===== config.mk =====
export PLATFORM = sky130hd
export DESIGN_NAME = perm_round_ctrl_flat
export DESIGN_NICKNAME = d
export VERILOG_FILES = /design/src/rtl/perm_round_ctrl_pkg.sv /design/src/rtl/perm_round_ctrl_if.sv /design/src/rtl/perm_round_ctrl.sv /design/src/flat_wrapper.sv
export SDC_FILE = /design/constraint.sdc
export NUM_CORES = 1
export LEC_CHECK = 0
export BUFFER_PORTS_ARGS = -buffer_cell sky130_fd_sc_hd__buf_2
export CORE_AREA = 2 2 384 386
export CTS_BUF_LIST = sky130_fd_sc_hd__clkbuf_4 sky130_fd_sc_hd__clkbuf_8 sky130_fd_sc_hd__clkbuf_16
export DETAILED_ROUTE_END_ITERATION = 7
export DIE_AREA = 0 0 386 388
export GPL_TIMING_DRIVEN = 0
export PLACE_DENSITY = 0.3
export SLEW_MARGIN = 20
export SYNTH_ARGS = -nofsm -noshare
export SYNTH_HDL_FRONTEND = slang
export SYNTH_SLANG_ARGS = --single-unit

===== constraint.sdc =====
create_clock -name clock_i -period 1.89 [get_ports clock_i]
set_clock_uncertainty 0.2 [all_clocks]
set_input_delay 0 -clock clock_i [delete_from_list [all_inputs] [get_ports clock_i]]
set_output_delay 0 -clock clock_i [all_outputs]
set_load 0.01 [all_outputs]

===== src/rtl/perm_round_ctrl_pkg.sv =====
// Shared types and constants for the ASCON permutation round controller.
// State words are indexed x0..x4 as word[0]..word[4] of type_state.
package perm_round_ctrl_pkg;

  typedef logic [4:0][63:0] type_state;

  localparam int ROUNDS_A_DEF = 12;
  localparam int ROUNDS_B_DEF = 6;

  localparam logic [3:0] LAST_ROUND = 4'd11;

  localparam logic [1:0] ST_IDLE = 2'd0;
  localparam logic [1:0] ST_RUN  = 2'd1;
  localparam logic [1:0] ST_DONE = 2'd2;

  // A permutation of N rounds uses the tail of the 12-round constant schedule.
  function automatic logic [3:0] first_round(input int rounds);
    return 4'(12 - rounds);
  endfunction

endpackage


===== src/rtl/perm_round_ctrl_if.sv =====
// Control/state bundle between the round controller (slave) and its user plus
// round datapath (master).
interface perm_round_ctrl_if;
  import perm_round_ctrl_pkg::*;

  logic      load_i;
  logic      start_i;
  logic      mode_i;
  logic      end_key_i;
  logic      end_lsb_i;
  type_state state_i;
  type_state state_loop_i;
  type_state state_o;
  logic [3:0] round_o;
  logic      en_xor_end_key_o;
  logic      en_xor_lsb_o;
  logic      busy_o;
  logic      done_o;

  modport slave (
    input  load_i, start_i, mode_i, end_key_i, end_lsb_i, state_i, state_loop_i,
    output state_o, round_o, en_xor_end_key_o, en_xor_lsb_o, busy_o, done_o
  );

  modport master (
    output load_i, start_i, mode_i, end_key_i, end_lsb_i, state_i, state_loop_i,
    input  state_o, round_o, en_xor_end_key_o, en_xor_lsb_o, busy_o, done_o
  );

endinterface


===== src/rtl/perm_round_ctrl.sv =====
// ASCON permutation round controller: holds the 320-bit state and sequences
// p^a / p^b through an external one-round datapath.
module perm_round_ctrl
  import perm_round_ctrl_pkg::*;
#(
  parameter int ROUNDS_A = ROUNDS_A_DEF,
  parameter int ROUNDS_B = ROUNDS_B_DEF
) (
  input  logic              clock_i,
  input  logic              resetb_i,
  perm_round_ctrl_if.slave  bus
);

  localparam logic [3:0] FIRST_A = first_round(ROUNDS_A);
  localparam logic [3:0] FIRST_B = first_round(ROUNDS_B);

  logic [1:0] fsm_q, fsm_d;
  logic [3:0] round_q, round_d;
  type_state  state_q, state_d;
  logic       key_flag_q, key_flag_d;
  logic       lsb_flag_q, lsb_flag_d;
  logic       last_round;

  always_comb begin
    fsm_d      = fsm_q;
    round_d    = round_q;
    state_d    = state_q;
    key_flag_d = key_flag_q;
    lsb_flag_d = lsb_flag_q;
    last_round = (fsm_q == ST_RUN) && (round_q == LAST_ROUND);

    case (fsm_q)
      ST_IDLE: begin
        round_d = '0;
        if (bus.load_i) begin
          state_d = bus.state_i;
        end
        if (bus.start_i) begin
          fsm_d      = ST_RUN;
          round_d    = bus.mode_i ? FIRST_B : FIRST_A;
          key_flag_d = bus.end_key_i;
          lsb_flag_d = bus.end_lsb_i;
        end
      end
      ST_RUN: begin
        state_d = bus.state_loop_i;
        if (round_q == LAST_ROUND) begin
          fsm_d   = ST_DONE;
          round_d = '0;
        end else begin
          round_d = round_q + 4'd1;
        end
      end
      ST_DONE: begin
        fsm_d      = ST_IDLE;
        round_d    = '0;
        key_flag_d = 1'b0;
        lsb_flag_d = 1'b0;
      end
      default: begin
        fsm_d      = ST_IDLE;
        round_d    = '0;
        key_flag_d = 1'b0;
        lsb_flag_d = 1'b0;
      end
    endcase

    // Round values past the last round cannot occur; recover to IDLE if seen.
    if (round_q > LAST_ROUND) begin
      fsm_d      = ST_IDLE;
      round_d    = '0;
      key_flag_d = 1'b0;
      lsb_flag_d = 1'b0;
    end
  end

  always_ff @(posedge clock_i) begin
    if (!resetb_i) begin
      fsm_q      <= ST_IDLE;
      round_q    <= '0;
      state_q    <= '0;
      key_flag_q <= 1'b0;
      lsb_flag_q <= 1'b0;
    end else begin
      fsm_q      <= fsm_d;
      round_q    <= round_d;
      state_q    <= state_d;
      key_flag_q <= key_flag_d;
      lsb_flag_q <= lsb_flag_d;
    end
  end

  assign bus.state_o          = state_q;
  assign bus.round_o          = round_q;
  assign bus.busy_o           = (fsm_q == ST_RUN);
  assign bus.done_o           = (fsm_q == ST_DONE);
  assign bus.en_xor_end_key_o = last_round && key_flag_q;
  assign bus.en_xor_lsb_o     = last_round && lsb_flag_q;

endmodule


===== src/flat_wrapper.sv =====
// flat-port wrapper written by rule: the top's interface ports become plain ports
module perm_round_ctrl_flat import perm_round_ctrl_pkg::*;
#(
  parameter int ROUNDS_A = ROUNDS_A_DEF,
  parameter int ROUNDS_B = ROUNDS_B_DEF
)
  (clock_i, resetb_i, bus_load_i, bus_start_i, bus_mode_i, bus_end_key_i, bus_end_lsb_i, bus_state_i, bus_state_loop_i, bus_state_o, bus_round_o, bus_en_xor_end_key_o, bus_en_xor_lsb_o, bus_busy_o, bus_done_o);
  perm_round_ctrl_if bus_i ();
  input  logic clock_i;
  input  logic resetb_i;
  input wire logic [$bits(bus_i.load_i)-1:0] bus_load_i;
  input wire logic [$bits(bus_i.start_i)-1:0] bus_start_i;
  input wire logic [$bits(bus_i.mode_i)-1:0] bus_mode_i;
  input wire logic [$bits(bus_i.end_key_i)-1:0] bus_end_key_i;
  input wire logic [$bits(bus_i.end_lsb_i)-1:0] bus_end_lsb_i;
  input wire logic [$bits(bus_i.state_i)-1:0] bus_state_i;
  input wire logic [$bits(bus_i.state_loop_i)-1:0] bus_state_loop_i;
  output wire logic [$bits(bus_i.state_o)-1:0] bus_state_o;
  output wire logic [$bits(bus_i.round_o)-1:0] bus_round_o;
  output wire logic [$bits(bus_i.en_xor_end_key_o)-1:0] bus_en_xor_end_key_o;
  output wire logic [$bits(bus_i.en_xor_lsb_o)-1:0] bus_en_xor_lsb_o;
  output wire logic [$bits(bus_i.busy_o)-1:0] bus_busy_o;
  output wire logic [$bits(bus_i.done_o)-1:0] bus_done_o;
  assign bus_i.load_i = bus_load_i;
  assign bus_i.start_i = bus_start_i;
  assign bus_i.mode_i = bus_mode_i;
  assign bus_i.end_key_i = bus_end_key_i;
  assign bus_i.end_lsb_i = bus_end_lsb_i;
  assign bus_i.state_i = bus_state_i;
  assign bus_i.state_loop_i = bus_state_loop_i;
  assign bus_state_o = bus_i.state_o;
  assign bus_round_o = bus_i.round_o;
  assign bus_en_xor_end_key_o = bus_i.en_xor_end_key_o;
  assign bus_en_xor_lsb_o = bus_i.en_xor_lsb_o;
  assign bus_busy_o = bus_i.busy_o;
  assign bus_done_o = bus_i.done_o;
  perm_round_ctrl #(.ROUNDS_A(ROUNDS_A), .ROUNDS_B(ROUNDS_B)) u_core (.clock_i(clock_i), .resetb_i(resetb_i), .bus(bus_i));
endmodule

==> metrics <==
CTS root buffer clkbuf_16; Skew-Pair Late Insertion Delay just over 0.6 ns; nets@finish approximately 4200; Avg WL per Cell ~21 µm; static leakage roughly 14 nW; Final Util 0.221; worst path arrival time 1.87 ns; vias in the first global route around 22000; Int Power between 15 and 20 mW; Initial Util 0.113; Reg area 6570 µm²; Crit Path Class reg -> out; Routed Antenna Nets 0; combinational cell fraction of total power 0.297; status complete, but fails checks; H-tree levels 2; Clock Pin Slew Worst Setup and Hold Paths 0.06 ns; Final WS setup -0.182 ns; Setup crit end kind output port; power per cell area between 700 and 800 nW/µm²; highest-delay cell along the critical path dfxtp_2; share of layout cells above drive strength 1 0.437; library cells used by synthesis 23; Die Y a little under 400 µm; Post-Syn Nets 2502; Worst-Margin Slew about 1 ns; die area ~150000 µm²; drt drc 0; vias approximately 21000; Max-slew headroom 0.318; Slew Viols, Final 0; CP bufs+invs 3; Post-Place Cell Area ~24000 µm²; Overflow after GRT 0; # clock sinks about 330; RSZ-0062 raised after global routing true; Via density 3.80; first-pass GRT wire length around 160 mm; Switching Power about 7.9 mW; CTS tree yes; Mapped Cells 1854; row cnt 140; initial antenna violation count 16; Yosys warnings 0; CTS buffer count 46; Worst Hold Class in -> reg; final instance area between 30000 and 40000 µm²; largest net degree at the start of global routing 12; Post-Route WL roughly 120 mm; Ports ~980; final critical-path required period 2.07 ns; Synth Register Bits 328; CP most frequent cell buf_12; Reg power frac 0.325; commonest non-fill, non-tap cell in the layout buf_2; area of the multi-input gates about 8700 µm²; Sw Ratio 0.319; area added between synthesis and finish 96.2%; leading cell types in the layout, fill and taps excluded buf_2, dlygate4sd3_1, dfxtp_1; Worst setup SP type flop; synthesized area about 16000 µm²; drt first pass iters 7; fillers between 15000 and 20000; crit path max fanout 6; RePlAce Congestion 0.861; starting DRC count in detailed routing 755; HPWL after DPL between 90 and 100 mm; Final Hold Viols 0; Max stage delay on crit path 0.34 ns; CP top delay family simple AND/OR/NAND/NOR gates; Tot GR Track Use 0.149; core area about 150000 µm²; failing checks negative setup slack; worst vdd ir approximately 500 µV; Synth Area per Inst about 9 µm²; Clk pwr share 0.378; register area share after synthesis 0.401; Max Cap Viol 0; die width a little under 400 µm; Final period util 1.10; Peak Freq just under 0.5 GHz; Clock Path Buffers 3; CP required about 1.7 ns; CP Cell Sequence buf_12, buf_12, nor2b_4, and4b_2, and2_4, buf_6; count of input and output buffers slightly below 1000; final setup vio count 147
==> Yosys cell counts (all sizes together) <==
cell type / instances / area [µm²]
clkbuf: 95 / 357
ha: 1 / 12.5
nor2: 325 / 1220
and4b: 1 / 10.0
a21oi: 322 / 1610
o221a: 320 / 3600
nor2b: 323 / 2020
dfxtp: 328 / 6570
buf: 120 / 850
mux2i: 2 / 20.0
and2: 3 / 18.8
xor2: 1 / 8.76
nand3: 2 / 10.0
o21ai: 3 / 15.0
nor3b: 2 / 15.0
nand2: 3 / 11.3
nand3b: 1 / 7.51
inv: 2 / 7.51
==> path summary, 6_finish.rpt <==
kind / cells past startpoint / slack [ns] / start / endpoint
hold / removal: 4 / 0.10 / bus_mode_i / u_core.bus.round_o[2]
setup / recovery: 6 / -0.18 / u_core.fsm_q[0] / bus_en_xor_lsb_o
hold reg to reg: 1 / 0.28 / u_core.bus.round_o[0] / u_core.bus.round_o[0]
setup reg to reg: 6 / -0.15 / u_core.fsm_q[0] / u_core.bus.state_o[101]
==> layout make-up <==
cell class                      instances  area share
Sequential cell                       328       0.205
Inverter                                2    0.000234
Multi-Input combinational cell       1309       0.272
Timing Repair Buffer                 1624       0.355
Clock inverter                         10     0.00452
Buffer                                215      0.0431
Antenna cell                            9    0.000701
Tap cell                             1917      0.0747
Clock buffer                           73      0.0452
==> registers in the layout (all words and copies together) (netlist names) <==
name	cells
u_core.fsm_q	2
u_core.key_flag_q	1
u_core.bus.round_o	4
u_core.bus.state_o	320
u_core.lsb_flag_q	1
==> power by group through the flow <==
stage,Sequential (mW),Clock [mW],Combinational (mW)
CTS,8.09,9.79,7.53
floorplan,8.54,0,2.69
detailed placement,8.23,0,6.27
finish,8.09,9.40,7.38
global placement,8.22,0,6.31
global route,8.18,10.0,7.96
==> kinds of logic after synthesis <==
logic type               synth area share
multiplexers                      0.00122
buffers and inverters              0.0742
AO/OA/AOI/OAI                       0.320
AND/OR/NAND/NOR                     0.203
adder cells (fa/ha/maj)          0.000764
flip-flops                          0.401
XOR/XNOR                         0.000535
==> metrics by stage <==
stage	hold WS, ns	setup TNS (ns)	setup slack [ns]	std cells	power [mW]
final	0.104	-6.95	-0.182	5487	24.9
after global routing	0.0708	-44.51	-0.319	5481	26.2
after floorplan	-0.0532	0	0.371	1854	11.2
after CTS	0.0370	-33.41	-0.293	5478	25.4
after global placement	0.0380	-178.65	-1.36	4743	14.5
after detailed placement	0.0652	-155.84	-0.972	4743	14.5
==> timing repair <==
item / in CTS / in global routing
gates cloned: 0 / 0
endpoints found under the setup margin: 332 / 317
setup buffers: 5 / 0
resized for setup: 112 / 13
pin swaps: 5 / 0
hold buffers: 647 / 0
hold endpoints to repair: 325 / 0
==> worst min-delay path, stage by stage <==
cell and delay [ns]:
dlygate4sd3_1 0.55, buf_2 0.17, nand2_1 0.09, a21oi_1 0.06
==> metal layers <==
metal / wire length [µm] / vias up / global-route usage / part of all wire
li1: - / 10100 / - / -
met1: 49400 / 9876 / 0.177 / 0.42
met2: 58200 / 699 / 0.267 / 0.49
met3: 6360 / 155 / 0.0292 / 0.054
met4: 3840 / 6 / 0.0487 / 0.033
met5: 41 / - / 0 / 0.00035
No activity file was read; power rests on OpenSTA's default activity.
